[src/rtl/pulse_burst_gen_pkg.sv]
// Shared definitions for the pulse burst generator.
//   state_e       : FSM state encoding (IDLE=0, HIGH=1, LOW=2), also used by
//                   the pulse counter family.
//   param_fits()  : helper for the elaboration-time parameter check. It tests
//                   whether a count needs no more than a given number of bits.
package pulse_burst_gen_pkg;

    typedef enum logic [1:0] {
        ST_IDLE = 2'd0,
        ST_HIGH = 2'd1,
        ST_LOW  = 2'd2
    } state_e;

    // Returns 1 when value fits in an unsigned field of width bits.
    function automatic bit param_fits(input longint value, input int width);
        return (value >= 0) && ((width >= 63) || ((value >> width) == 0));
    endfunction

endpackage

[src/rtl/pulse_phase_timer.sv]
// Loadable down-counter that times one HIGH or LOW phase of a burst.
// Ports:
//   clk       in   system clock
//   rstn      in   synchronous active-low reset; clears the count
//   load      in   loads load_val. load takes priority over dec.
//   load_val  in   CNT_BIT_WID-bit reload value
//   dec       in   decrements the count by one. The count stops at zero.
//   zero      out  high when the count is zero
module pulse_phase_timer #(
    parameter int CNT_BIT_WID = 32
) (
    input  logic                   clk,
    input  logic                   rstn,
    input  logic                   load,
    input  logic [CNT_BIT_WID-1:0] load_val,
    input  logic                   dec,
    output logic                   zero
);

    logic [CNT_BIT_WID-1:0] count;

    // NOTE: sequential state uses non-blocking (<=) so all registers update
    // together at the edge; blocking here would create order-dependent races.
    always_ff @(posedge clk) begin
        if (!rstn) begin
            count <= '0;
        end else if (load) begin
            count <= load_val;
        end else if (dec && (count != '0)) begin
            count <= count - 1'b1;
        end
    end

    assign zero = (count == '0);

endmodule

[src/rtl/pulse_burst_gen.sv]
// Pulse burst generator. Each accepted trigger produces PULSE_NUM pulses.
// Each pulse stays high for HIGH_CYC cycles and then low for LOW_CYC cycles.
// Ports:
//   clk            in   system clock
//   rstn           in   synchronous active-low reset
//   en             in   block enable. When low, bursts are blocked, and a
//                       running burst is aborted.
//   trig           in   single-cycle trigger pulse
//   p_out          out  registered burst waveform
//   busy           out  high while a burst is running
//   burst_done     out  one-cycle pulse when a burst completes normally
//   burst_abort    out  one-cycle pulse when en drops during a burst
//   pulse_idx      out  index of the current pulse; 0 while idle
//   trig_miss_cnt  out  saturating count of triggers dropped while busy
module pulse_burst_gen
    import pulse_burst_gen_pkg::*;
#(
    parameter int CNT_BIT_WID = 32,
    parameter int HIGH_CYC    = 10,
    parameter int LOW_CYC     = 10,
    parameter int PULSE_NUM   = 4
) (
    input  logic                   clk,
    input  logic                   rstn,
    input  logic                   en,
    input  logic                   trig,
    output logic                   p_out,
    output logic                   busy,
    output logic                   burst_done,
    output logic                   burst_abort,
    output logic [CNT_BIT_WID-1:0] pulse_idx,
    output logic [CNT_BIT_WID-1:0] trig_miss_cnt
);

    // Reject unusable parameter sets at elaboration time.
    generate
        if (CNT_BIT_WID < 1 || HIGH_CYC < 1 || LOW_CYC < 1 || PULSE_NUM < 1) begin : g_bad_range
            $error("pulse_burst_gen: CNT_BIT_WID, HIGH_CYC, LOW_CYC and PULSE_NUM must all be >= 1");
        end
        if (!param_fits(longint'(HIGH_CYC) - 1, CNT_BIT_WID) ||
            !param_fits(longint'(LOW_CYC) - 1, CNT_BIT_WID) ||
            !param_fits(longint'(PULSE_NUM) - 1, CNT_BIT_WID)) begin : g_bad_width
            $error("pulse_burst_gen: phase lengths or pulse count do not fit in CNT_BIT_WID bits");
        end
    endgenerate

    // The timer runs from N-1 down to 0, so each phase lasts exactly N cycles.
    localparam logic [CNT_BIT_WID-1:0] HIGH_LOAD = CNT_BIT_WID'(HIGH_CYC - 1);
    localparam logic [CNT_BIT_WID-1:0] LOW_LOAD  = CNT_BIT_WID'(LOW_CYC - 1);
    localparam logic [CNT_BIT_WID-1:0] LAST_IDX  = CNT_BIT_WID'(PULSE_NUM - 1);

    state_e                 state;
    logic                   tmr_load;
    logic [CNT_BIT_WID-1:0] tmr_load_val;
    logic                   tmr_dec;
    logic                   tmr_zero;
    logic                   last_pulse;

    assign last_pulse = (pulse_idx == LAST_IDX);

    pulse_phase_timer #(
        .CNT_BIT_WID (CNT_BIT_WID)
    ) u_timer (
        .clk      (clk),
        .rstn     (rstn),
        .load     (tmr_load),
        .load_val (tmr_load_val),
        .dec      (tmr_dec),
        .zero     (tmr_zero)
    );

    // Timer control. This logic follows the same transitions as the FSM
    // below. An abort or the end of a burst loads zero, so the timer is
    // already cleared when the FSM returns to IDLE.
    always_comb begin
        // NOTE: every signal gets a default before the case; without it a
        // path that leaves a signal unassigned infers a latch.
        tmr_load     = 1'b0;
        tmr_load_val = '0;
        tmr_dec      = 1'b0;
        unique case (state)
            ST_IDLE: begin
                if (en && trig) begin
                    tmr_load     = 1'b1;
                    tmr_load_val = HIGH_LOAD;
                end
            end
            ST_HIGH: begin
                if (!en) begin
                    tmr_load = 1'b1;
                end else if (tmr_zero) begin
                    tmr_load     = 1'b1;
                    tmr_load_val = LOW_LOAD;
                end else begin
                    tmr_dec = 1'b1;
                end
            end
            ST_LOW: begin
                if (!en) begin
                    tmr_load = 1'b1;
                end else if (tmr_zero) begin
                    tmr_load     = 1'b1;
                    tmr_load_val = last_pulse ? '0 : HIGH_LOAD;
                end else begin
                    tmr_dec = 1'b1;
                end
            end
            default: begin
                tmr_load = 1'b1;
            end
        endcase
    end

    // FSM with registered outputs.
    always_ff @(posedge clk) begin
        if (!rstn) begin
            state         <= ST_IDLE;
            p_out         <= 1'b0;
            busy          <= 1'b0;
            burst_done    <= 1'b0;
            burst_abort   <= 1'b0;
            pulse_idx     <= '0;
            trig_miss_cnt <= '0;
        end else begin
            burst_done  <= 1'b0;
            burst_abort <= 1'b0;

            // A trigger during a burst is dropped and counted as a miss.
            // Abort takes priority, so a trigger in the abort cycle is not
            // counted.
            if ((state != ST_IDLE) && en && trig && !(&trig_miss_cnt)) begin
                trig_miss_cnt <= trig_miss_cnt + 1'b1;
            end

            unique case (state)
                ST_IDLE: begin
                    if (en && trig) begin
                        state     <= ST_HIGH;
                        p_out     <= 1'b1;
                        busy      <= 1'b1;
                        pulse_idx <= '0;
                    end
                end
                ST_HIGH, ST_LOW: begin
                    if (!en) begin
                        state       <= ST_IDLE;
                        p_out       <= 1'b0;
                        busy        <= 1'b0;
                        burst_abort <= 1'b1;
                        pulse_idx   <= '0;
                    end else if (tmr_zero) begin
                        if (state == ST_HIGH) begin
                            state <= ST_LOW;
                            p_out <= 1'b0;
                        end else if (last_pulse) begin
                            state      <= ST_IDLE;
                            busy       <= 1'b0;
                            burst_done <= 1'b1;
                            pulse_idx  <= '0;
                        end else begin
                            state     <= ST_HIGH;
                            p_out     <= 1'b1;
                            pulse_idx <= pulse_idx + 1'b1;
                        end
                    end
                end
                default: begin
                    state     <= ST_IDLE;
                    p_out     <= 1'b0;
                    busy      <= 1'b0;
                    pulse_idx <= '0;
                end
            endcase
        end
    end

endmodule
[config.mk]
export PLATFORM = sky130hd
export DESIGN_NAME = pulse_burst_gen
export DESIGN_NICKNAME = d
export VERILOG_FILES = /design/src/rtl/pulse_burst_gen_pkg.sv /design/src/rtl/pulse_phase_timer.sv /design/src/rtl/pulse_burst_gen.sv
export SDC_FILE = /design/constraint.sdc
export NUM_CORES = 1
export LEC_CHECK = 0
export CAP_MARGIN = 0
export CORE_UTILIZATION = 35
export CTS_BUF_LIST = sky130_fd_sc_hd__clkbuf_2
export DETAILED_ROUTE_END_ITERATION = 8
export PLACE_DENSITY = 0.62
export SLEW_MARGIN = 10
export SYNTH_ARGS = -nofsm -noshare
export SYNTH_HDL_FRONTEND = slang
export SYNTH_SLANG_ARGS = --single-unit
[constraint.sdc]
create_clock -name clk -period 5.1 [get_ports clk]
set_input_delay 0.51 -clock clk [delete_from_list [all_inputs] [get_ports clk]]
set_output_delay 0.51 -clock clk [all_outputs]
set_load 0.005 [all_outputs]
==> flow_summary.toml <==
[worst_hold_path]
min_to = "busy"
hp-start = "busy"
whs_path_depth = 2
hold_class = "register to register"

[power]
p_switching_uw = 932
ir_drop_mv = 0.210
swShare_pct = 41.4
p_per_area_mw_per_mm2 = 375
power.internal_uw = 1320
p_seq_share_pct = 42.1
power.share.clock_pct = 16.7
combPwrFrac_pct = 41.2
leakagePower_uw = 0.00186
finalPower_uw = 2250

[die]
die_w_um = 122
start_util_pct = 36.2
num_io_pins = 72
die_area_mm2 = 0.0150
die_h_um = 122
rows = 43
core-area_mm2 = 0.0140

[timing]
hold_violations = 0
drv_slew = 0
slew_headroom_pct = 24.5
min_period_ps = 3350
layout_setup_ws_ps = 1750
setup_tns_ps = 0
tightest_slew_ps = 1130
skew_ps = 47.1
timing.final.crit_share_pct = 65.6
holdWs_ps = 492
setup_viol = 0
maxClockFrequency_mhz = 299
rsz0062_at_grt = "false"

[cts]
clkTransAtPathRegs_ps = 260
clk_latency_ps = 610
cts-buffers-inserted = 9
cts_max_path_buffers = 2
cts_hold_buf = 0
cts_tree = "built"
ctsHtreeMaxLevel = 3
cts_setup_buffers = 0
clockRootBuffer = "clkbuf_2"
cts.repair.resized = 0
cts_sinks = 102

[finish]
fin_nets = 679
areaGrowthSynthToFinish_pct = 18.2
final_common_cell = "nor2_1"
stdcell_area_mm2 = 0.00601
fillers = 1365
mostFrequentLayoutCells = "nor2_1 (105), dfxtp_1 (102), clkdlybuf4s50_1 (71)"
drive_gt1_share_pct = 4.61

[yosys]
ys_seq_elements = 102
synth_nets = 625
syn_area_per_cell_um2 = 8.29
syn_inst = 613
synth_seq_area_share_pct = 40.2
ys.flop_type = "dfxtp_1"
ys_async_sr_fraction_pct = 0
ys_warn_count = 0
synth.distinct_cells = 52
synth-edff-count = 0
synthesis.area_mm2 = 0.00508

[worst_setup_path]
worstPathRequired_ps = 5590
crit_type = "register to register"
regToRegEndpoint = "pulse_idx[11]"
r2r_start = "u_timer.count[0]"
cp-start-kind = "register"
cp_top_family = "simple AND/OR/NAND/NOR gates"
cp.arrival_ps = 3840
crit_fanout = 29
crit_chain = "inv_1, ha_1, or4b_2, nand4b_1, o311ai_4, o2111ai_1, nand2_1, o32ai_1"
crit_path_end_kind = "register"
reg2reg_slack_ps = 1750
ff2ff_path_depth = 8
max_stage_delay_ps = 850
cp_slowest_cell = "nand2_1"
path_buf_inv = 1

[global_route]
antenna_found_initial = 1
grt_pass1_vias = 4181
grt_first_pass_wirelength_um = 19800
grt_max_degree = 38
gr-total-overflow = 0
grt_usage_pct = 16.8

[placement]
io_buffer_count = 71
hpwl_um = 8660
globalplace.congestion = 0.834
placed_cell_area_mm2 = 0.00590
place_ws_ps = 1790

[job]
maxCapViolations = 0

[routing]
wire_per_inst_um = 14.2
first_pass_iters = 6
vias_per_cell = 5.25
wirelength_um = 12100
remaining_drc_errors = 0
vias = 4480
ant_nets = 0
drt_iter0_markers = 342

[run_status]
status = "finished, final reports clean"
## kinds of logic after synthesis
group | after synthesis | synth area share, %
AOI/OAI and AO/OA | 44 | 6.21
xor gates and xnor gates | 81 | 14.0
adders and majority gates | 8 | 1.97
buffers and inverters | 45 | 3.72
DFF | 102 | 40.2
muxes | 3 | 0.591
and+or+nand+nor | 330 | 33.4
## per-layer routing
layer  global-route usage [%]  vias to the layer above  wire [um]
li1                         -                     2263          -
met5                        0                        -          0
met2                     26.3                       83       5490
met4                     8.38                        0        265
met3                     3.21                       17        453
met1                     22.1                     2117       5930
## cells in the mapped netlist (all sizes together) (3+ instances only)
master	n	share of area, %
nor3	35	3.4
nor4	38	5.1
nor2b	3	0.37
mux2i	3	0.59
or2	6	0.74
o21ai	8	0.79
dfxtp	102	40
or4	10	1.5
inv	15	1.1
nand4	20	2.5
buf	9	1.1
nand2	46	3.4
nand3	28	2.8
a21oi	16	1.6
nor2	105	7.8
or3	11	1.4
and3	5	0.62
nor3b	6	0.89
xnor2	63	11
o31ai	3	0.44
nor4b	6	1.3
ha	8	2.0
clkbuf	21	1.6
xor2	18	3.1
## registers in the layout (all words and copies together) (netlist names)
name and flops:
pulse_idx 32, trig_miss_cnt 32, u_timer.count 32, state 2, burst_abort 1, burst_done 1
busy 1, p_out 1
## worst max-delay path by stage
stage                           from            end  slack (ps)  cells after the start
global route        u_timer.count[0]  pulse_idx[11]        1570                      8
floorplan           u_timer.count[4]  pulse_idx[12]        2330                      9
detailed placement                en  pulse_idx[17]        1790                      7
finish              u_timer.count[0]  pulse_idx[11]        1750                      8
CTS                 u_timer.count[0]  pulse_idx[11]        1810                      8
global placement                  en  pulse_idx[17]        1900                      7
## per-stage QoR
stage                     util [%]  cells
after floorplan                  -    613
after global placement        42.0    836
after detailed placement      42.0    836
after CTS                     42.8    852
after global routing          42.8    853
final                         42.8    853
## worst register-to-register path, stage by stage (launching register included)
cell and delay, ps:
dfxtp_1 410, inv_1 100, ha_1 140, or4b_2 610, nand4b_1 320, o311ai_4 330, o2111ai_1 310, nand2_1 850
o32ai_1 190
## final cells by class
cell class	instances	area, um^2	share of cell area [%]
inverter	15	56.3	0.937
antenna	1	2.50	0.0417
clock buffer	11	55.1	0.916
multi-input combinational	466	2850	47.4
tap	180	225	3.75
timing repair buffer	73	726	12.1
clock inverter	5	50.0	0.833
sequential	102	2040	34.0
## power by group through the flow
stage	clock network, uW	logic [uW]	registers [uW]
floorplan	0	749	946
global placement	0	908	958
detailed placement	0	920	963
CTS	396	928	947
global route	429	1030	959
finish	376	928	947
Note: power is estimated with default switching activity, not from simulation.
